--- config.mk ---
export PLATFORM = sky130hd
export DESIGN_NAME = wallace_ctrl
export DESIGN_NICKNAME = d
export VERILOG_FILES = /design/src/rtl/wallace_ctrl.sv
export SDC_FILE = /design/constraint.sdc
export NUM_CORES = 1
export LEC_CHECK = 0
export ABC_CLOCK_PERIOD_IN_PS = 2240
export BUFFER_PORTS_ARGS = -buffer_cell sky130_fd_sc_hd__buf_2
export CORE_MARGIN = 4
export CORE_UTILIZATION = 49
export DETAILED_ROUTE_END_ITERATION = 10
export PLACE_DENSITY = 0.79
export SLEW_MARGIN = 20
export SYNTH_ARGS = -nofsm -noshare
export SYNTH_HDL_FRONTEND = slang
export SYNTH_SLANG_ARGS = --single-unit
--- constraint.sdc ---
create_clock -name Clk -period 2.24 [get_ports Clk]
set_clock_uncertainty 0.1 [all_clocks]
set_input_delay 0.336 -clock Clk [delete_from_list [all_inputs] [get_ports Clk]]
set_output_delay 0.336 -clock Clk [all_outputs]
set_load 0.005 [all_outputs]
--- src/rtl/wallace_ctrl.sv ---
// -----------------------------------------------------------------------------
// wallace_ctrl
//   Operand-load and run-control stage in front of the Wallace-tree multiplier.
//   Synchronises the Run and ClearA_LoadB buttons, loads the switch value into
//   the multiplicand (MUD) or multiplier (MUR) register, waits a fixed tree
//   latency, then captures the product into a held result register and pulses
//   done for one cycle.
//
// Ports
//   Clk           in   system clock, rising edge
//   Reset         in   asynchronous active-low reset
//   Run           in   start button, asynchronous to Clk
//   ClearA_LoadB  in   clear-result / load-multiplicand button, asynchronous
//   SW            in   [WIDTH]    switch operand
//   MUR           out  [WIDTH]    multiplier register to the tree
//   MUD           out  [WIDTH]    multiplicand register to the tree
//   prod_i        in   [2*WIDTH]  product returned by the tree
//   result        out  [2*WIDTH]  captured product, held
//   busy          out  high in LOAD, WAIT and CAPTURE
//   done          out  one-cycle pulse after result updates
// -----------------------------------------------------------------------------
module wallace_ctrl #(
  parameter int WIDTH        = 16,
  parameter int TREE_LATENCY = 2,   // 1..15
  parameter int SYNC_STAGES  = 2    // >= 2
) (
  input  logic                 Clk,
  input  logic                 Reset,
  input  logic                 Run,
  input  logic                 ClearA_LoadB,
  input  logic [WIDTH-1:0]     SW,
  output logic [WIDTH-1:0]     MUR,
  output logic [WIDTH-1:0]     MUD,
  input  logic [2*WIDTH-1:0]   prod_i,
  output logic [2*WIDTH-1:0]   result,
  output logic                 busy,
  output logic                 done
);

  typedef enum logic [2:0] {
    S_IDLE,
    S_LOAD,
    S_WAIT,
    S_CAPTURE,
    S_HOLD
  } state_t;

  localparam int              CW       = 4;
  localparam logic [CW-1:0]   CNT_LAST = CW'(TREE_LATENCY - 1);

  // ---------------------------------------------------------------------------
  // Button synchronisers
  // ---------------------------------------------------------------------------
  logic [SYNC_STAGES-1:0] run_sync;
  logic [SYNC_STAGES-1:0] clr_sync;
  logic [SYNC_STAGES-1:0] prime;     // fills with 1s as real samples reach run_s
  logic                   run_s;
  logic                   clr_s;
  logic                   run_s_d;
  logic                   armed;
  logic                   primed;
  logic                   run_rise;

  assign run_s  = run_sync[SYNC_STAGES-1];
  assign clr_s  = clr_sync[SYNC_STAGES-1];
  assign primed = prime[SYNC_STAGES-1];

  // A rise only counts once Run has been seen low after reset; otherwise a
  // button already held through reset release would look like a fresh press
  // when the synchroniser fills up from its cleared value.
  assign run_rise = armed & run_s & ~run_s_d;

  // NOTE: sequential state uses non-blocking assignments so every flop samples
  // the pre-edge value of its neighbours, which is what makes the shift chain work.
  always_ff @(posedge Clk or negedge Reset) begin
    if (!Reset) begin
      run_sync <= '0;
      clr_sync <= '0;
      prime    <= '0;
      run_s_d  <= 1'b0;
      armed    <= 1'b0;
    end else begin
      run_sync <= {run_sync[SYNC_STAGES-2:0], Run};
      clr_sync <= {clr_sync[SYNC_STAGES-2:0], ClearA_LoadB};
      prime    <= {prime[SYNC_STAGES-2:0], 1'b1};
      run_s_d  <= run_s;
      armed    <= armed | (primed & ~run_s);
    end
  end

  // ---------------------------------------------------------------------------
  // Control FSM
  // ---------------------------------------------------------------------------
  state_t         state, state_next;
  logic [CW-1:0]  cnt;
  logic           load_mud;
  logic           clr_result;
  logic           load_mur;
  logic           cnt_inc;
  logic           capture;

  // NOTE: every signal driven here gets a default first, so no path through
  // the case can leave one unassigned and infer a latch.
  always_comb begin
    state_next = state;
    load_mud   = 1'b0;
    clr_result = 1'b0;
    load_mur   = 1'b0;
    cnt_inc    = 1'b0;
    capture    = 1'b0;
    case (state)
      S_IDLE: begin
        if (clr_s) begin
          // Clear wins over a simultaneous Run press; that press is dropped.
          load_mud   = 1'b1;
          clr_result = 1'b1;
        end else if (run_rise) begin
          state_next = S_LOAD;
        end
      end
      S_LOAD: begin
        load_mur   = 1'b1;
        state_next = S_WAIT;
      end
      S_WAIT: begin
        cnt_inc = 1'b1;
        if (cnt == CNT_LAST) state_next = S_CAPTURE;
      end
      S_CAPTURE: begin
        capture    = 1'b1;
        state_next = S_HOLD;
      end
      S_HOLD: begin
        if (!run_s) state_next = S_IDLE;
      end
      default: state_next = S_IDLE;
    endcase
  end

  always_ff @(posedge Clk or negedge Reset) begin
    if (!Reset) begin
      state  <= S_IDLE;
      cnt    <= '0;
      MUR    <= '0;
      MUD    <= '0;
      result <= '0;
      done   <= 1'b0;
    end else begin
      state <= state_next;
      done  <= capture;
      if (load_mur)      cnt <= '0;
      else if (cnt_inc)  cnt <= cnt + 1'b1;
      if (load_mur)      MUR <= SW;
      if (load_mud)      MUD <= SW;
      if (clr_result)    result <= '0;
      else if (capture)  result <= prod_i;
    end
  end

  assign busy = (state == S_LOAD) || (state == S_WAIT) || (state == S_CAPTURE);

endmodule

==> flow_summary.ini, run 1 <==
[critical_path]
end_kind = primary output
cp-start-kind = register
regToRegEndpoint = MUD[14]$_DFFE_PN0P_
criticalPathCategory = register to primary output
critical_path_arrival_ns = 1.62
reg2reg_from = state[2]$_DFFE_PN0P_
r2r_slack_ns = 0.34
required_ns = 1.80
cpPeakStageDelay_ns = 0.66
rr_worst_depth = 4
crit_fanout = 13
path_cells = nor2_1, or2_2, inv_1, buf_2
critPathSlowestCell = dfrtp_1

[cells_and_area]
layout_commonest_cell = buf_2
num_antenna_cells = 0
n_fill_cell = 528
area_growth_pct = 27.3
design_area_um2 = 4050
drive_gt1_share_pct = 43.2
final_cell_mix = 116 x buf_2, 80 x dfrtp_1, 66 x nand2_1, 34 x a21oi_1, 17 x mux2_2
multi_input_area_um2 = 1050
seqCellArea_um2 = 2000
utilization_pct = 64.2
nets = 440

[global_route]
grt_pass1_vias = 2228
grt_first_pass_wirelength_um = 10200
antenna_found_initial = 0
grt-ovfl-total = 0
grt_usage_pct = 17.4
grt_max_degree = 51

[timing]
slew_violations = 0
worst_pin_slew_ns = 0.629
rsz0062_at_grt = false
min_period_over_period_pct = 91.8
finalSetupTns_ns = 0
setup_ws_ns = 0.184
final-hold-violation-count = 0
finalCriticalPeriod_ns = 2.06
slew_headroom_pct = 58.1
final-setup-viol-count = 0
fmax_mhz = 486

[power_and_ir_drop]
p_leak_uw = 0.00204
pwr_density_cell_nw_per_um2 = 1340
p_total_uw = 5430
ir_drop_uv = 880

[yosys]
yosys-top-cells-area = dfrtp_1 63%, nand2_1 7.8%, mux2_2 6.0%
synth-main-ff-cell = dfrtp_1
synth_cells = 264
synth_cell_type_count = 34
ys_async_sr_fraction_pct = 100
synth-edff-count = 0
synth-seq-cells = 80
synth_top_area_share_pct = 62.9
syn_area_per_cell_um2 = 12.1
yosysTopAreaCell = dfrtp_1
synth_nets = 318
yosys_warnings = 0
synth.cell_area_um2 = 3180
yosysSeqAreaShare_pct = 62.9

[detailed_routing]
routed_wl_um = 6650
drt-initial-drc-count = 110
vias = 2278
post_drt_wl_per_cell_um = 14.2
via_per_inst = 4.87
post-route-drc-count = 0
drtPass1Iterations = 4
antenna_left = 0

[placement]
dpl.hpwl_um = 4620
place_ws_ns = 0.347
dpl-instance-area_um2 = 3820
gp_congestion = 0.790
port-buffer-count = 117

[die]
fp.dieArea_um2 = 7850
fp.dieW_um = 88.6
io_pins = 118
initial_utilization_pct = 50.4
num_rows = 29
core_um2 = 6310
die_h_um = 88.6

[clocking]
cts_setup_buffers = 0
cts_tree = built
cts_buffer_depth = 2
cts_root_buffer = clkbuf_8
htree_levels = 3
insertion_delay_ns = 0.35
cts_inserted_buffers = 9
path_clk_slew_ns = 0.08
cts_sinks = 80

[status]
status = finished clean

[min_path]
hold_start = prod_i[1]
hold_depth = 3
worstHoldEndpoint = result[1]$_DFFE_PN0P_
hold_class = input port to register

[job]
maxCapViolCount = 0
[worst max-delay path, delay by kind of cell (launching register included)]
kind                   cells  cell delay, ns
buffers and inverters      2            0.16
DFF                        1            0.66
and+or+nand+nor            2            0.45
[timing repair]
item,CTS,global route
endpoints found under the setup margin,0,0
hold buffers,3,0
gates resized for setup,0,0
hold endpoints to repair,51,0
[state kept, by name (all words and copies together), names as in the netlist]
name,count
prime,2
cnt,4
state,3
MUR,16
armed,1
clr_sync,2
run_sync,2
run_s_d,1
done,1
MUD,16
result,32
[layer usage]
layer  track usage (%)  wire length [um]  vias up
met5                 0                 0        -
met4              7.69               114        0
met3              8.47               734       13
met2              26.4              3020       89
met1              21.0              2780     1058
li1                  -                 -     1118
[cell type report]
class | instances | area share (%)
Multi-Input combinational cell | 162 | 25.9
Clock buffer | 14 | 4.01
Inverter | 7 | 0.649
Timing Repair Buffer | 126 | 16.7
Tap cell | 77 | 2.38
Sequential cell | 80 | 49.4
Clock inverter | 2 | 0.926
[worst max path at each step]
stage | start | endpoint | slack [ns] | cells after the start
final | state[1]$_DFFE_PN0P_ | busy | 0.18 | 4
after global routing | state[1]$_DFFE_PN0P_ | busy | 0.05 | 4
after CTS | state[1]$_DFFE_PN0P_ | busy | 0.15 | 4
after detailed placement | state[2]$_DFFE_PN0P_ | MUD[0]$_DFFE_PN0P_ | 0.35 | 4
after global placement | state[2]$_DFFE_PN0P_ | MUD[0]$_DFFE_PN0P_ | 0.39 | 4
after floorplan | state[2]$_DFFE_PN0P_ | MUD[10]$_DFFE_PN0P_ | 0.54 | 5
[synthesized netlist by cell type (2+ instances only)]
| master | count |
|---|---|
| nand3_1 | 2 |
| nand2_1 | 66 |
| mux2_2 | 17 |
| ha_1 | 2 |
| nor2_1 | 5 |
| mux2_4 | 10 |
| clkbuf_1 | 3 |
| a21oi_1 | 34 |
| inv_1 | 6 |
| buf_2 | 4 |
| dfrtp_1 | 80 |
| a22o_1 | 2 |
| buf_6 | 3 |
| o22ai_1 | 2 |
| buf_4 | 5 |
| mux2_1 | 5 |
[logic make-up (layout without fill, tap and decap cells)]
family	count (synthesis)	in the layout	share of synthesized area, %
mux	32	32	12.5
buf+inv	22	149	4.05
simple gates	83	83	11.9
other cells	1	1	0.118
compound gates	43	43	7.43
fa+ha+maj	2	2	0.786
xor+xnor	1	1	0.275
flops	80	80	62.9
[through the flow]
stage | hold WS, ns | std cells
finish | 0.109 | 468
detailed placement | 0.236 | 449
global placement | 0.232 | 449
CTS | 0.0920 | 468
floorplan | -0.0596 | 264
global route | 0.0940 | 468
[power breakdown]
group,switching [uW],leakage (uW),internal [uW]
Combinational,885,0.000931,1060
Sequential,379,0.00101,2030
Clock,491,0.0000969,578
(Power assumes the default switching activity.)
==> inputs of run 2 (changes only) <==
ABC_AREA = 1   (was not set)
CELL_PAD_IN_SITES_DETAIL_PLACEMENT = 0   (was not set)
CELL_PAD_IN_SITES_GLOBAL_PLACEMENT = 1   (was not set)
CORE_UTILIZATION = 36   (was 49)
GPL_TIMING_DRIVEN = 0   (was not set)
PLACE_DENSITY = not set   (was 0.79)
PLACE_DENSITY_LB_ADDON = 0.1   (was not set)
==> run 2 against run 1 <==
Synthesized area shrank 2.0%. Largest cell class unchanged. Largest power group unchanged. Via count grew 9.8%. Clock-buffer cell count shrank 3. Critical endpoint unchanged. Utilization shrank 15 points. Synthesized cell count grew 19%.
==> flow_summary.ini, run 2 <==
[status]
status = finished clean

[yosys]
synth_top_area_share_pct = 64.2
ys_async_sr_fraction_pct = 100
synth_common_cells = 104 x nand2_1, 80 x dfrtp_1, 38 x nand3_1, 21 x inv_1, 15 x o21ai_0
synth_cells = 314
yosys-top-cells-area = dfrtp_1 64%, nand2_1 13%, nand3_1 6.1%
synth_nets = 368
synth-main-ff-cell = dfrtp_1
synth_cell_type_count = 24
syn_area_per_cell_um2 = 9.93
yosysSeqAreaShare_pct = 64.2
synth-edff-count = 0
synth-seq-cells = 80
post-synth-top-count-cell = nand2_1
yosys_warnings = 0
yosysTopAreaCell = dfrtp_1
synth.cell_area_um2 = 3120

[cells_and_area]
area_growth_pct = 31.8
layout_commonest_cell = buf_2
top_regs = result: 32 flops, MUD: 16 flops, MUR: 16 flops
multi_input_area_um2 = 906
utilization_pct = 49.3
largest_reg_flops = 32
n_fill_cell = 845
final_cell_mix = 123 x buf_2, 104 x nand2_1, 80 x dfrtp_1, 38 x nand3_1, 21 x inv_1
drive_gt1_share_pct = 35.9
num_antenna_cells = 0
nets = 500
seqCellArea_um2 = 2000
regMostFlops = result

[global_route]
antenna_found_initial = 0
grt_max_degree = 43
grt_usage_pct = 15.3
grt_first_pass_wirelength_um = 12300
grt_pass1_vias = 2619
grt-ovfl-total = 0

[clocking]
path_clk_slew_ns = 0.09
cts_sinks = 80
cts_root_buffer = clkbuf_8
cts_tree = built
cts_inserted_buffers = 9
insertion_delay_ns = 0.34
cts_buffer_depth = 2
htree_levels = 3

[critical_path]
criticalPathCategory = register to primary output
required_ns = 1.80
cp-start-kind = register
end_kind = primary output
crit_start = state[1]$_DFFE_PN0P_
critical_path_arrival_ns = 1.15
r2r_slack_ns = 0.82
reg2reg_from = state[2]$_DFFE_PN0P_
crit_fanout = 5

[min_path]
hold_class = input port to register
hold_start = prod_i[11]

[die]
fp.dieArea_um2 = 10200
io_pins = 118
initial_utilization_pct = 37.4
core_um2 = 8340
fp.dieW_um = 101
num_rows = 33
die_h_um = 101

[detailed_routing]
routed_wl_um = 7560
drtPass1Iterations = 5
antenna_left = 0
post-route-drc-count = 0
post_drt_wl_per_cell_um = 13.6
vias = 2502
via_per_inst = 4.50
drt-initial-drc-count = 81

[job]
maxCapViolCount = 0

[power_and_ir_drop]
ir_drop_uv = 448
p_leak_uw = 0.00234
p_total_uw = 5290
clkPwrFrac_pct = 22.2
seq_power_share_pct = 42.4
switching_power_uw = 1850
switching_share_pct = 35.0
pwr-share-comb_pct = 35.3
p_int_uw = 3440
pwr_density_cell_nw_per_um2 = 1290

[timing]
finalSetupTns_ns = 0
worst_pin_slew_ns = 0.507
finalHoldWorstSlack_ns = 0.0885
final-hold-violation-count = 0
slew_headroom_pct = 66.2
finalCriticalPeriod_ns = 1.59
min_period_over_period_pct = 70.9
rsz0062_at_grt = false
final-setup-viol-count = 0
slew_violations = 0
fmax_mhz = 630

[placement]
port-buffer-count = 117
gp_congestion = 0.719
dpl.hpwl_um = 5470
-- run 2: changes by cell type in the layout (fill, tap and decap cells not counted), moves of 7 or more --
cell and change:
o21ai_0 +14, mux2_2 -17, a21oi_1 -33, nand3_1 +36, nand2_1 +38, inv_1 +15
mux2_4 -10, buf_6 +7, buf_2 +7, o21ai_2 +8, o21ai_1 +11
-- run 2: final timing paths --
kind | to | cells after the start
min in group asynchronous | armed$_DFF_PN0_ | 2
worst min-delay path | result[11]$_DFFE_PN0P_ | 3
worst max-delay path | busy | 3
worst min register to register | prime[1]$_DFF_PN0_ | 0
worst max register to register | result[4]$_DFFE_PN0P_ | 6
max in group asynchronous | cnt[3]$_DFFE_PN0P_ | 3
-- run 2: worst max-delay path, stage by stage (launching register included) --
cell     delay [ns]
dfrtp_1        0.43
nor2_2         0.20
nor2_1         0.06
buf_2          0.12
-- run 2: cell families after synthesis --
logic type | after synthesis | share of synthesized area [%]
other | 1 | 0.120
AO/OA/AOI/OAI | 37 | 7.02
buffers and inverters | 39 | 6.78
flip-flops | 80 | 64.2
adder cells (fa/ha/maj) | 2 | 0.802
AND/OR/NAND/NOR | 153 | 20.5
XOR/XNOR | 2 | 0.562
-- run 2: what timing repair did --
action	in CTS	in global routing
gates resized for setup	0	0
hold endpoints to repair	40	0
hold buffers	3	0
buffers inserted	0	0
-- run 2: per-layer routing --
layer	vias to the layer above	share of wire, %	GRT usage (%)
met5	-	0	0
met4	0	1.0	5.93
met3	7	8.8	4.78
met2	82	46	23.8
met1	1159	44	19.9
li1	1254	-	-
-- run 2: final cells by class --
class                           instances  area share, %
Buffer                                 16           3.04
Clock buffer                           11           3.44
Clock inverter                          5           1.95
Inverter                               23           2.10
Multi-Input combinational cell        195           22.0
Sequential cell                        80           48.7
Tap cell                              105           3.20
Timing Repair Buffer                  121           15.5
-- run 2: power groups by stage --
stage	clock network [uW]	logic, uW	registers [uW]
global route	1280	2150	2320
global placement	0	1890	2270
CTS	1220	1930	2250
finish	1180	1870	2250
detailed placement	0	1930	2280
floorplan	0	1050	2300
-- run 2: stage by stage --
stage | worst slack [ns] | instance area, um^2 | std cells
floorplan | 0.962 | 3120 | 314
finish | 0.652 | 4110 | 556
global route | 0.576 | 4110 | 556
CTS | 0.618 | 4110 | 556
detailed placement | 0.815 | 3860 | 537
global placement | 0.0730 | 3840 | 536
